$ cat src/rtl/if_fetch_stage.sv
`default_nettype none
// ============================================================================
// Module   : if_fetch_stage
// Purpose  : Instruction fetch between the PC and the IF/ID register. Issues
//            req/ack reads to instruction memory and holds one word in a skid
//            buffer while decode stalls. A branch flush discards any response
//            that is still in flight.
//            Optional: define FETCH_PERF_CNT_EN to add o_wait_cnt/o_drop_cnt.
// Revision : 1.0 - initial release
// ============================================================================
module if_fetch_stage #(
    parameter int              XLEN      = 32,
    parameter logic [XLEN-1:0] RESET_PC  = '0,
    parameter logic [31:0]     NOP_INSTR = 32'h0000_0013
) (
    input  logic            clk,
    input  logic            reset,
    input  logic [XLEN-1:0] i_pc_next,
    output logic            o_pc_advance,
    output logic            o_imem_req,
    output logic [XLEN-1:0] o_imem_addr,
    input  logic            i_imem_ack,
    input  logic [31:0]     i_imem_rdata,
    input  logic            i_stall,
    input  logic            i_flush,
    output logic            o_ifid_valid,
    output logic [XLEN-1:0] o_ifid_pc,
    output logic [31:0]     o_ifid_instr
`ifdef FETCH_PERF_CNT_EN
    ,
    output logic [31:0]     o_wait_cnt,
    output logic [15:0]     o_drop_cnt
`endif
);

    typedef enum logic [1:0] {
        S_IDLE  = 2'd0,
        S_FETCH = 2'd1,
        S_FULL  = 2'd2,
        S_DROP  = 2'd3
    } state_t;

    state_t          r_state;
    logic            r_req;
    logic [XLEN-1:0] r_addr;
    logic [XLEN-1:0] r_redirect;
    logic [XLEN-1:0] r_skid_pc;
    logic [31:0]     r_skid_instr;
    logic            r_ifid_valid;
    logic [XLEN-1:0] r_ifid_pc;
    logic [31:0]     r_ifid_instr;

    logic            w_fetch_ack;

    // Only a live (non-dropped) fetch hands its address on to the PC.
    assign w_fetch_ack  = (r_state == S_FETCH) && i_imem_ack;
    assign o_pc_advance = i_flush || w_fetch_ack;

    assign o_imem_req   = r_req;
    assign o_imem_addr  = r_addr;
    assign o_ifid_valid = r_ifid_valid;
    assign o_ifid_pc    = r_ifid_pc;
    assign o_ifid_instr = r_ifid_instr;

    always_ff @(posedge clk or posedge reset) begin
        if (reset) begin
            r_state      <= S_IDLE;
            r_req        <= 1'b0;
            r_addr       <= RESET_PC;
            r_redirect   <= RESET_PC;
            r_skid_pc    <= '0;
            r_skid_instr <= NOP_INSTR;
            r_ifid_valid <= 1'b0;
            r_ifid_pc    <= '0;
            r_ifid_instr <= NOP_INSTR;
        end else if (i_flush) begin
            r_ifid_valid <= 1'b0;
            r_ifid_pc    <= '0;
            r_ifid_instr <= NOP_INSTR;
            case (r_state)
                S_IDLE: begin
                    r_addr  <= i_pc_next;
                    r_state <= S_FETCH;
                    r_req   <= 1'b1;
                end
                S_FETCH: begin
                    // The address must not change under an open request.
                    if (i_imem_ack) begin
                        r_addr <= i_pc_next;
                    end else begin
                        r_redirect <= i_pc_next;
                        r_state    <= S_DROP;
                    end
                end
                S_FULL: begin
                    r_addr  <= i_pc_next;
                    r_state <= S_FETCH;
                    r_req   <= 1'b1;
                end
                S_DROP: begin
                    if (i_imem_ack) begin
                        r_addr  <= i_pc_next;
                        r_state <= S_FETCH;
                    end else begin
                        r_redirect <= i_pc_next;
                    end
                end
                default: begin
                    r_state <= S_IDLE;
                    r_req   <= 1'b0;
                end
            endcase
        end else begin
            case (r_state)
                S_IDLE: begin
                    r_state <= S_FETCH;
                    r_req   <= 1'b1;
                end
                S_FETCH: begin
                    if (i_imem_ack) begin
                        r_addr <= i_pc_next;
                        if (i_stall) begin
                            r_skid_pc    <= r_addr;
                            r_skid_instr <= i_imem_rdata;
                            r_state      <= S_FULL;
                            r_req        <= 1'b0;
                        end else begin
                            r_ifid_valid <= 1'b1;
                            r_ifid_pc    <= r_addr;
                            r_ifid_instr <= i_imem_rdata;
                        end
                    end else if (!i_stall) begin
                        // Decode consumed the last word and nothing new arrived.
                        r_ifid_valid <= 1'b0;
                        r_ifid_pc    <= '0;
                        r_ifid_instr <= NOP_INSTR;
                    end
                end
                S_FULL: begin
                    if (!i_stall) begin
                        r_ifid_valid <= 1'b1;
                        r_ifid_pc    <= r_skid_pc;
                        r_ifid_instr <= r_skid_instr;
                        r_state      <= S_FETCH;
                        r_req        <= 1'b1;
                    end
                end
                S_DROP: begin
                    if (i_imem_ack) begin
                        r_addr  <= r_redirect;
                        r_state <= S_FETCH;
                    end
                    if (!i_stall) begin
                        r_ifid_valid <= 1'b0;
                        r_ifid_pc    <= '0;
                        r_ifid_instr <= NOP_INSTR;
                    end
                end
                default: begin
                    r_state <= S_IDLE;
                    r_req   <= 1'b0;
                end
            endcase
        end
    end

`ifdef FETCH_PERF_CNT_EN
    logic        w_discard;
    logic [31:0] r_wait_cnt;
    logic [15:0] r_drop_cnt;

    assign w_discard  = r_req && i_imem_ack && (i_flush || (r_state == S_DROP));
    assign o_wait_cnt = r_wait_cnt;
    assign o_drop_cnt = r_drop_cnt;

    always_ff @(posedge clk or posedge reset) begin
        if (reset) begin
            r_wait_cnt <= '0;
            r_drop_cnt <= '0;
        end else begin
            if (r_req && !i_imem_ack) begin
                r_wait_cnt <= r_wait_cnt + 32'd1;
            end
            if (w_discard) begin
                r_drop_cnt <= r_drop_cnt + 16'd1;
            end
        end
    end
`endif

endmodule
`default_nettype wire

$ cat config.mk
export PLATFORM = sky130hd
export DESIGN_NAME = if_fetch_stage
export DESIGN_NICKNAME = d
export VERILOG_FILES = /design/src/rtl/if_fetch_stage.sv
export SDC_FILE = /design/constraint.sdc
export NUM_CORES = 1
export LEC_CHECK = 0
export BUFFER_PORTS_ARGS = -buffer_cell sky130_fd_sc_hd__buf_2
export CAP_MARGIN = 20
export CORE_MARGIN = 2
export CORE_UTILIZATION = 40
export CTS_BUF_LIST = sky130_fd_sc_hd__clkbuf_8
export DETAILED_ROUTE_END_ITERATION = 8
export GPL_ROUTABILITY_DRIVEN = 0
export PLACE_DENSITY_LB_ADDON = 0.15
export SLEW_MARGIN = 5
export SYNTH_ARGS = -nofsm -noshare
export SYNTH_HDL_FRONTEND = slang
export SYNTH_SLANG_ARGS = --single-unit
$ cat constraint.sdc
create_clock -name clk -period 16.2 [get_ports clk]
set_input_delay 3.24 -clock clk [delete_from_list [all_inputs] [get_ports clk]]
set_output_delay 3.24 -clock clk [all_outputs]
set_load 0.01 [all_outputs]
==> results.yml, run 1 <==
power_and_ir_drop:
  power.total_mw: 1.37
  combPwrFrac_pct: 24.0
  p_sw_share_pct: 34.2
  p_leak_nw: 5.96
  power.internal_uw: 899
  peakVddDrop_uv: 46.9
  power.net_switching_uw: 468
  seq_power_share_pct: 49.9
  clkPwrFrac_pct: 26.1
  power_density_nw_per_um2: 115
final_layout:
  area_growth_pct: 12.8
  final_cell_count_no_fill: 1425
  nets: 1143
  drive_above_1_share_pct: 33.0
floorplan:
  die_w_um: 166
  die-area_sq_um: 27600
  core_sq_um: 26000
  chipHeight_um: 166
  fp-row-count: 59
  io_pins: 168
  start_util_pct: 40.5
synthesis:
  ys_async_sr_fraction_pct: 100
  synthTopCellsByArea: "dfrtp_1, mux2_2, a221oi_2"
  yosysTopAreaCell: "dfrtp_1"
  syn_inst: 970
  synth_flop_cell: "dfrtp_1"
  ys_ff_latch: 196
  syn_nets: 1039
  synth_edf_count: 0
  yosysMostFrequentCell: "dfrtp_1"
  synth_top_area_share_pct: 45.1
  synth_area_per_cell_sq_um: 10.9
  synth.distinct_cells: 46
  ys_top_cells_by_count: "dfrtp_1, nor2_1, mux2_2"
  ys_seq_area_share_pct: 46.6
  synth_warnings: 0
  syn_area_sq_um: 10500
route:
  drc_errors: 0
  wl_met2_mm: 12.8
  via_per_inst: 5.67
  wire_per_inst_um: 19.7
  drt-total-wl_mm: 28.0
  wl_met1_mm: 13.6
  drtPass1Iterations: 5
  vias: 8081
  met3_length_mm: 1.23
  drt-initial-drc-count: 557
  dr.max_layer_used: "met5"
  postRouteAntennaNets: 0
critical_path:
  worstSetupStartpointType: "input pin"
  r2r_end: "o_ifid_pc[29]"
  reg2regPathDepth: 6
  critPathCaptureType: "output port"
  worstPathRequired_ns: 12.96
  reg2reg_slack_ns: 12.54
  worst-setup-path-type: "input pin to output port"
  worstPathArrival_ns: 4.06
  path_max_fanout: 43
  r2r-start: "r_state[0]"
status:
  outcome: "finished, final reports clean"
min_path:
  hold_path.class: "flop to flop"
  hold_end: "o_ifid_pc[22]"
  min_from: "o_ifid_pc[22]"
  hold_depth: 1
sta:
  final.setup.tns_ns: 0
  finalSetupViolCount: 0
  slew_viol_final: 0
  holdWs_ns: 0.480
  hold_viol_final: 0
  fin_crit_sh_pct: 45.1
  layout_min_cycle_time_ns: 7.30
  worst_pin_slew_ns: 1.02
  rsz0062_at_grt: "false"
  fmax_mhz: 137
  finalClockSkew_ns: 0.0240
  slew_headroom_pct: 31.9
clock_network:
  clock_path_buffers: 2
  cts_htree_levels: 4
  cts_resized: 0
  numCtsBuffers: 17
  cts_tree: "done"
  post-cts-setup-buffers: 0
  cts_hold_buf: 0
  clkLatencyLatePin_ns: 0.49
  cts_root_buf: "clkbuf_8"
  clk_pin_slew_ns: 0.10
  cts.sinks: 196
global_routing:
  grt_usage_pct: 20.2
  grt_overflow: 0
  grt_max_degree: 88
  grt_pass1_wl_mm: 44.9
  antenna_found_initial: 5
  grt_pass1_vias: 7912
placement:
  numPlacedInstances: 1390
  numPortBuffers: 167
  dp_hpwl_mm: 16.8
flow_run:
  max-cap-violations: 0
[worst max path at each step]
stage | startpoint | end | depth (start not counted)
after floorplan | reset | o_ifid_instr[10] | 1
after global placement | i_imem_ack | o_pc_advance | 4
after detailed placement | i_imem_ack | o_pc_advance | 4
after CTS | i_imem_ack | o_pc_advance | 4
after global routing | i_imem_ack | o_pc_advance | 4
final | i_imem_ack | o_pc_advance | 4
[sequential cells by signal, summed over array words and instances, names as in the netlist]
| register | flops |
|---|---|
| o_ifid_instr | 32 |
| o_ifid_pc | 32 |
| o_imem_addr | 32 |
| r_redirect | 32 |
| r_skid_instr | 32 |
| r_skid_pc | 32 |
| r_state | 2 |
| o_ifid_valid | 1 |
| o_imem_req | 1 |
[metrics by stage]
stage | instance area (sq um) | worst slack [ns] | utilization [%]
after CTS | 11900 | 8.88 | 45.7
after detailed placement | 11400 | 8.88 | 44.0
after floorplan | 10500 | 7.63 | -
after global routing | 11900 | 8.85 | 45.7
final | 11900 | 8.90 | 45.7
after global placement | 11400 | 8.86 | 44.0
[cell usage in the layout, fill, tap and decap left out, drive strengths merged, types with 16 or more instances in the layout]
master and n:
nor2 128, buf 180, nand3 26, a21oi 16
mux2i 32, o21ai 56, a211oi 31, nor2b 21
clkbuf 17, inv 17, a221oi 59, o211ai 21
nand2 42, dfrtp 190, mux2 93, and3b 25
o2111ai 21, a21o 60
[per-layer routing]
metal,up-vias,global-route usage (%)
li1,3801,-
met1,4082,28.8
met2,170,31.6
met3,24,3.93
met4,4,5.21
met5,-,0
[worst max-delay path, cell delays in order]
cell      delay, ns
buf_6          0.38
nand3b_4       0.17
nand2_1        0.13
buf_2          0.13
[final cells by class]
type / instances / area, sq um
Fill cell: 2473 / 14100
Multi-Input combinational cell: 669 / 5100
Sequential cell: 196 / 4920
Timing Repair Buffer: 180 / 942
Tap cell: 335 / 419
Clock buffer: 17 / 234
Clock inverter: 15 / 210
Inverter: 10 / 45.0
Antenna cell: 3 / 7.51
[power by group through the flow]
stage	registers [mW]	logic (mW)	clock network, mW
3_3_place_gp	0.691	0.325	0
6_report	0.682	0.328	0.356
5_1_grt	0.699	0.365	0.388
3_5_place_dp	0.693	0.332	0
2_1_floorplan	0.680	0.230	0
4_1_cts	0.683	0.332	0.368
[cells by family (layout without fill, tap and decap cells)]
kind of cell / after synthesis / count (layout) / share of synthesized area, %
AO/OA/AOI/OAI: 294 / 294 / 23.8
multiplexers: 125 / 125 / 13.0
other: 0 / 3 / 0
buffers and inverters: 105 / 222 / 5.14
flip-flops: 196 / 196 / 46.6
AND/OR/NAND/NOR: 250 / 250 / 11.4
No activity file was read; power rests on OpenSTA's default activity.
==> inputs of run 2 (changes only) <==
==> constraint.sdc (replaced) <==
create_clock -name clk -period 7 [get_ports clk]
set_input_delay 1.4 -clock clk [delete_from_list [all_inputs] [get_ports clk]]
set_output_delay 1.4 -clock clk [all_outputs]
set_load 0.01 [all_outputs]
==> run 2 against run 1 <==
Compared with the run above:
- clock skew down 0.0049 ns
- critical endpoint unchanged
- sequential power up 140%
- largest cell class unchanged
- global-route usage is 0.44 points lower
- clock-buffer cell count unchanged
- highest routed layer unchanged
==> results.yml, run 2 (synthesis results as in run 1) <==
global_routing:
  grt_overflow: 0
  grt_max_degree: 87
  grt_usage_pct: 19.8
  grt_pass1_wl_mm: 44.3
  antenna_found_initial: 4
  grt_pass1_vias: 7743
sta:
  fmax_mhz: 257
  slew_headroom_pct: 26.3
  finalSetupViolCount: 0
  fin_crit_sh_pct: 55.7
  layout_min_cycle_time_ns: 3.90
  holdWs_ns: 0.479
  final.setup.tns_ns: 0
  finalClockSkew_ns: 0.0191
  slew_viol_final: 0
  hold_viol_final: 0
  worst_pin_slew_ns: 1.11
  rsz0062_at_grt: "false"
critical_path:
  worstPathCellList: "buf_6 -> nand3b_4 -> nand2_1 -> buf_2"
  path_max_fanout: 75
  path_buf_inv: 2
  worst-setup-path-type: "input pin to output port"
  crit_start: "i_imem_ack"
  cpLargestDelayFamily: "buffers and inverters"
  critPathCaptureType: "output port"
  worstPathRequired_ns: 5.60
  worstSetupStartpointType: "input pin"
  r2r-start: "r_state[1]"
  worstPathArrival_ns: 2.50
  critPathMaxStageDelay_ns: 0.56
  cpMaxStageDelayCell: "buf_6"
floorplan:
  die-area_sq_um: 27600
  fp-row-count: 59
  die_w_um: 166
  chipHeight_um: 166
  core_sq_um: 26000
  start_util_pct: 40.5
  io_pins: 168
power_and_ir_drop:
  power.total_mw: 3.06
  p_leak_nw: 5.93
  power_density_nw_per_um2: 259
  peakVddDrop_uv: 109
clock_network:
  cts_root_buf: "clkbuf_8"
  cts_htree_levels: 4
  cts.sinks: 196
  cts_tree: "done"
  post-cts-setup-buffers: 0
  cts_resized: 0
  cts_hold_buf: 0
  clk_pin_slew_ns: 0.10
  numCtsBuffers: 17
  clkLatencyLatePin_ns: 0.47
  clock_path_buffers: 2
route:
  drc_errors: 0
  drt-total-wl_mm: 27.3
  postRouteAntennaNets: 0
  drt-initial-drc-count: 512
  wire_per_inst_um: 19.2
  drtPass1Iterations: 4
  via_per_inst: 5.64
  vias: 8022
placement:
  numPortBuffers: 167
  dp_hpwl_mm: 16.9
  place_area_sq_um: 11400
final_layout:
  area.sequential_sq_um: 4920
  area_growth_pct: 12.1
  fin_area_sq_um: 11800
  fill_cells: 2529
  fin_util_pct: 45.4
  multi_input_area_sq_um: 5100
  final_common_cell: "dfrtp_1"
  drive_above_1_share_pct: 33.0
  nets: 1142
  final_cell_mix: "dfrtp_1, buf_2, nor2_1"
status:
  outcome: "finished, final reports clean"
flow_run:
  max-cap-violations: 0
min_path:
  min_from: "o_ifid_instr[7]"
  hold_path.class: "flop to flop"
run 2: routing by layer:
metal | track usage (%) | share of wire [%]
met2 | 30.9 | 46
met5 | 0 | 0.070
met1 | 28.4 | 48
met3 | 4.15 | 4.8
met4 | 4.27 | 0.95
run 2: layout make-up:
| class | instances | share of cell area [%] |
|---|---|---|
| diodes | 2 | 0.0424 |
| clock buffers | 17 | 1.98 |
| clock inverters | 15 | 1.18 |
| inverters | 10 | 0.382 |
| multi-input cells | 669 | 43.2 |
| flip-flops and latches | 196 | 41.7 |
| well taps | 335 | 3.55 |
| repair buffers | 179 | 7.98 |
run 2: worst paths after layout:
check / end / slack [ns] / cells after the start
max reg2reg: o_imem_addr[23] / 3.32 / 5
max in group asynchronous: r_state[0] / 4.63 / 3
min reg2reg: o_ifid_instr[7] / 0.48 / 1
max: o_pc_advance / 3.10 / 4
min: o_ifid_instr[7] / 0.48 / 1
min in group asynchronous: r_skid_instr[26] / 0.95 / 2
run 2: power by group:
part	total (mW)	switching (mW)	internal [mW]
registers	1.61	0.219	1.39
clock network	0.716	0.453	0.263
logic	0.736	0.386	0.350
run 2: stage by stage:
stage	std cells	setup WS [ns]
final	1423	3.10
after global routing	1421	3.03
after CTS	1420	3.06
after detailed placement	1388	2.62
after global placement	1388	2.63
after floorplan	970	0.269
==> inputs of run 3 (changes only) <==
==> constraint.sdc (replaced) <==
create_clock -name clk -period 3.2 [get_ports clk]
set_input_delay 0.64 -clock clk [delete_from_list [all_inputs] [get_ports clk]]
set_output_delay 0.64 -clock clk [all_outputs]
set_load 0.01 [all_outputs]
==> run 3 against run 2 <==
Compared with the run above:
- utilization grew 1.1 points
- global-route usage grew 0.62 points
- flip-flop and latch count is the same
- die area is the same
- clock skew grew 0.00080 ns
- wire length grew 2.0%
- via count grew 1.6%
- setup slack lost 2.3 ns
- cell area grew 2.5%
- cell count grew 1.5%
- sequential share of layout area shrank 1.0 points
- total power grew 120%
- critical path type is now flop to flop
- largest power group unchanged
- highest routed layer unchanged
==> results.yml, run 3 (synthesis results as in run 1) <==
status:
  outcome: "finished, final reports clean"
route:
  wire_per_inst_um: 19.3
  drtPass1Iterations: 5
  drt-initial-drc-count: 445
  drt-total-wl_mm: 27.9
  via_per_inst: 5.64
  vias: 8151
  drc_errors: 0
  postRouteAntennaNets: 0
power_and_ir_drop:
  peakVddDrop_uv: 280
  power.net_switching_mw: 2.33
  power.internal_mw: 4.49
  p_leak_nw: 6.08
  seq_power_share_pct: 50.7
  clkPwrFrac_pct: 24.3
  power_density_nw_per_um2: 564
  combPwrFrac_pct: 25.0
  p_sw_share_pct: 34.2
critical_path:
  worstPathCellList: "buf_4 -> nand2_1 -> a21oi_1 -> o32a_1"
  path_max_fanout: 88
  critPathMaxStageDelay_ns: 0.89
  worstSetupStartpointType: "flop"
  cpMaxStageDelayCell: "buf_4"
  worst-setup-path-type: "flop to flop"
  critPathCaptureType: "flop"
  worstPathArrival_ns: 2.79
  reg2reg_slack_ns: 0.80
  worstPathRequired_ns: 3.59
clock_network:
  clk_pin_slew_ns: 0.12
  clock_path_buffers: 2
  cts_tree: "done"
  post-cts-setup-buffers: 0
  cts_resized: 0
  cts.sinks: 196
  cts_root_buf: "clkbuf_8"
  numCtsBuffers: 17
  cts_hold_buf: 0
  cts_htree_levels: 4
  clkLatencyLatePin_ns: 0.47
placement:
  numPlacedInstances: 1410
  dp_hpwl_mm: 18.2
  numPortBuffers: 167
final_layout:
  area_growth_pct: 14.8
  final_cell_mix: "dfrtp_1, buf_2, nor2_1"
  final_common_cell: "dfrtp_1"
  fill_cells: 2507
  drive_above_1_share_pct: 34.2
  final_cell_count_no_fill: 1445
  nets: 1163
floorplan:
  fp-row-count: 59
  die_w_um: 166
  die-area_sq_um: 27600
  chipHeight_um: 166
  start_util_pct: 40.5
  core_sq_um: 26000
  io_pins: 168
sta:
  fmax_mhz: 417
  layout_min_cycle_time_ns: 2.40
  final.setup.tns_ns: 0
  slew_headroom_pct: 26.6
  slew_viol_final: 0
  worst_pin_slew_ns: 1.10
  finalSetupViolCount: 0
  rsz0062_at_grt: "false"
  finalClockSkew_ns: 0.0199
  hold_viol_final: 0
  fin_crit_sh_pct: 74.9
  holdWs_ns: 0.272
flow_run:
  max-cap-violations: 0
global_routing:
  grt_usage_pct: 20.4
  grt_pass1_vias: 8130
  grt_overflow: 0
  grt_max_degree: 89
  grt_pass1_wl_mm: 45.5
  antenna_found_initial: 5
min_path:
  hold_path.class: "input pin to asynchronous set/reset pin"
run 3: metal layers:
| layer | vias up | share of wire, % | global-route usage, % | routed length [um] |
|---|---|---|---|---|
| met4 | 6 | 1.4 | 5.40 | 377 |
| met5 | - | 0.13 | 0 | 37 |
| met3 | 30 | 4.8 | 4.58 | 1340 |
| met2 | 176 | 47 | 32.7 | 13200 |
| li1 | 3847 | - | - | - |
| met1 | 4092 | 46 | 28.0 | 12900 |
run 3: layout make-up:
cell class,count,area (sq um),share of cell area (%)
well taps,335,419,3.47
multi-input cells,669,5100,42.2
clock inverters,15,168,1.39
inverters,10,41.3,0.341
diodes,3,7.51,0.0621
clock buffers,17,234,1.93
flip-flops and latches,196,4920,40.7
repair buffers,200,1200,9.96
run 3: power groups by stage:
| stage | Sequential, mW | Combinational [mW] | Clock (mW) |
|---|---|---|---|
| 3_3_place_gp | 3.50 | 1.69 | 0 |
| 4_1_cts | 3.47 | 1.73 | 1.72 |
| 5_1_grt | 3.54 | 1.90 | 1.82 |
| 2_1_floorplan | 3.44 | 1.16 | 0 |
| 3_5_place_dp | 3.52 | 1.73 | 0 |
| 6_report | 3.46 | 1.71 | 1.66 |
run 3: final timing paths:
kind,start,to,depth (start not counted)
max,r_state[1],o_imem_addr[3],4
min,reset,o_ifid_instr[25],2
min reg2reg,o_ifid_instr[15],o_ifid_instr[15],1
min in group clk,i_imem_rdata[26],r_skid_instr[26],2
max reg2reg,r_state[1],o_imem_addr[3],4
max in group asynchronous,reset,o_ifid_pc[8],3
run 3: critical path, delay by kind of cell (launching register included):
| kind | cells | cell delay, ns |
|---|---|---|
| compound gates | 2 | 0.40 |
| buf+inv | 1 | 0.89 |
| flops | 1 | 0.63 |
| simple gates | 1 | 0.40 |
run 3: stage by stage:
| step | setup slack (ns) | total power [mW] | cell area, sq um | utilization (%) |
|---|---|---|---|---|
| 2_1_floorplan | 0.0325 | 4.61 | 10500 | - |
| 3_3_place_gp | 0.715 | 5.19 | 11700 | 45.0 |
| 3_5_place_dp | 0.701 | 5.24 | 11700 | 45.0 |
| 4_1_cts | 0.766 | 6.92 | 12100 | 46.5 |
| 5_1_grt | 0.636 | 7.26 | 12100 | 46.5 |
| 6_report | 0.804 | 6.83 | 12100 | 46.6 |
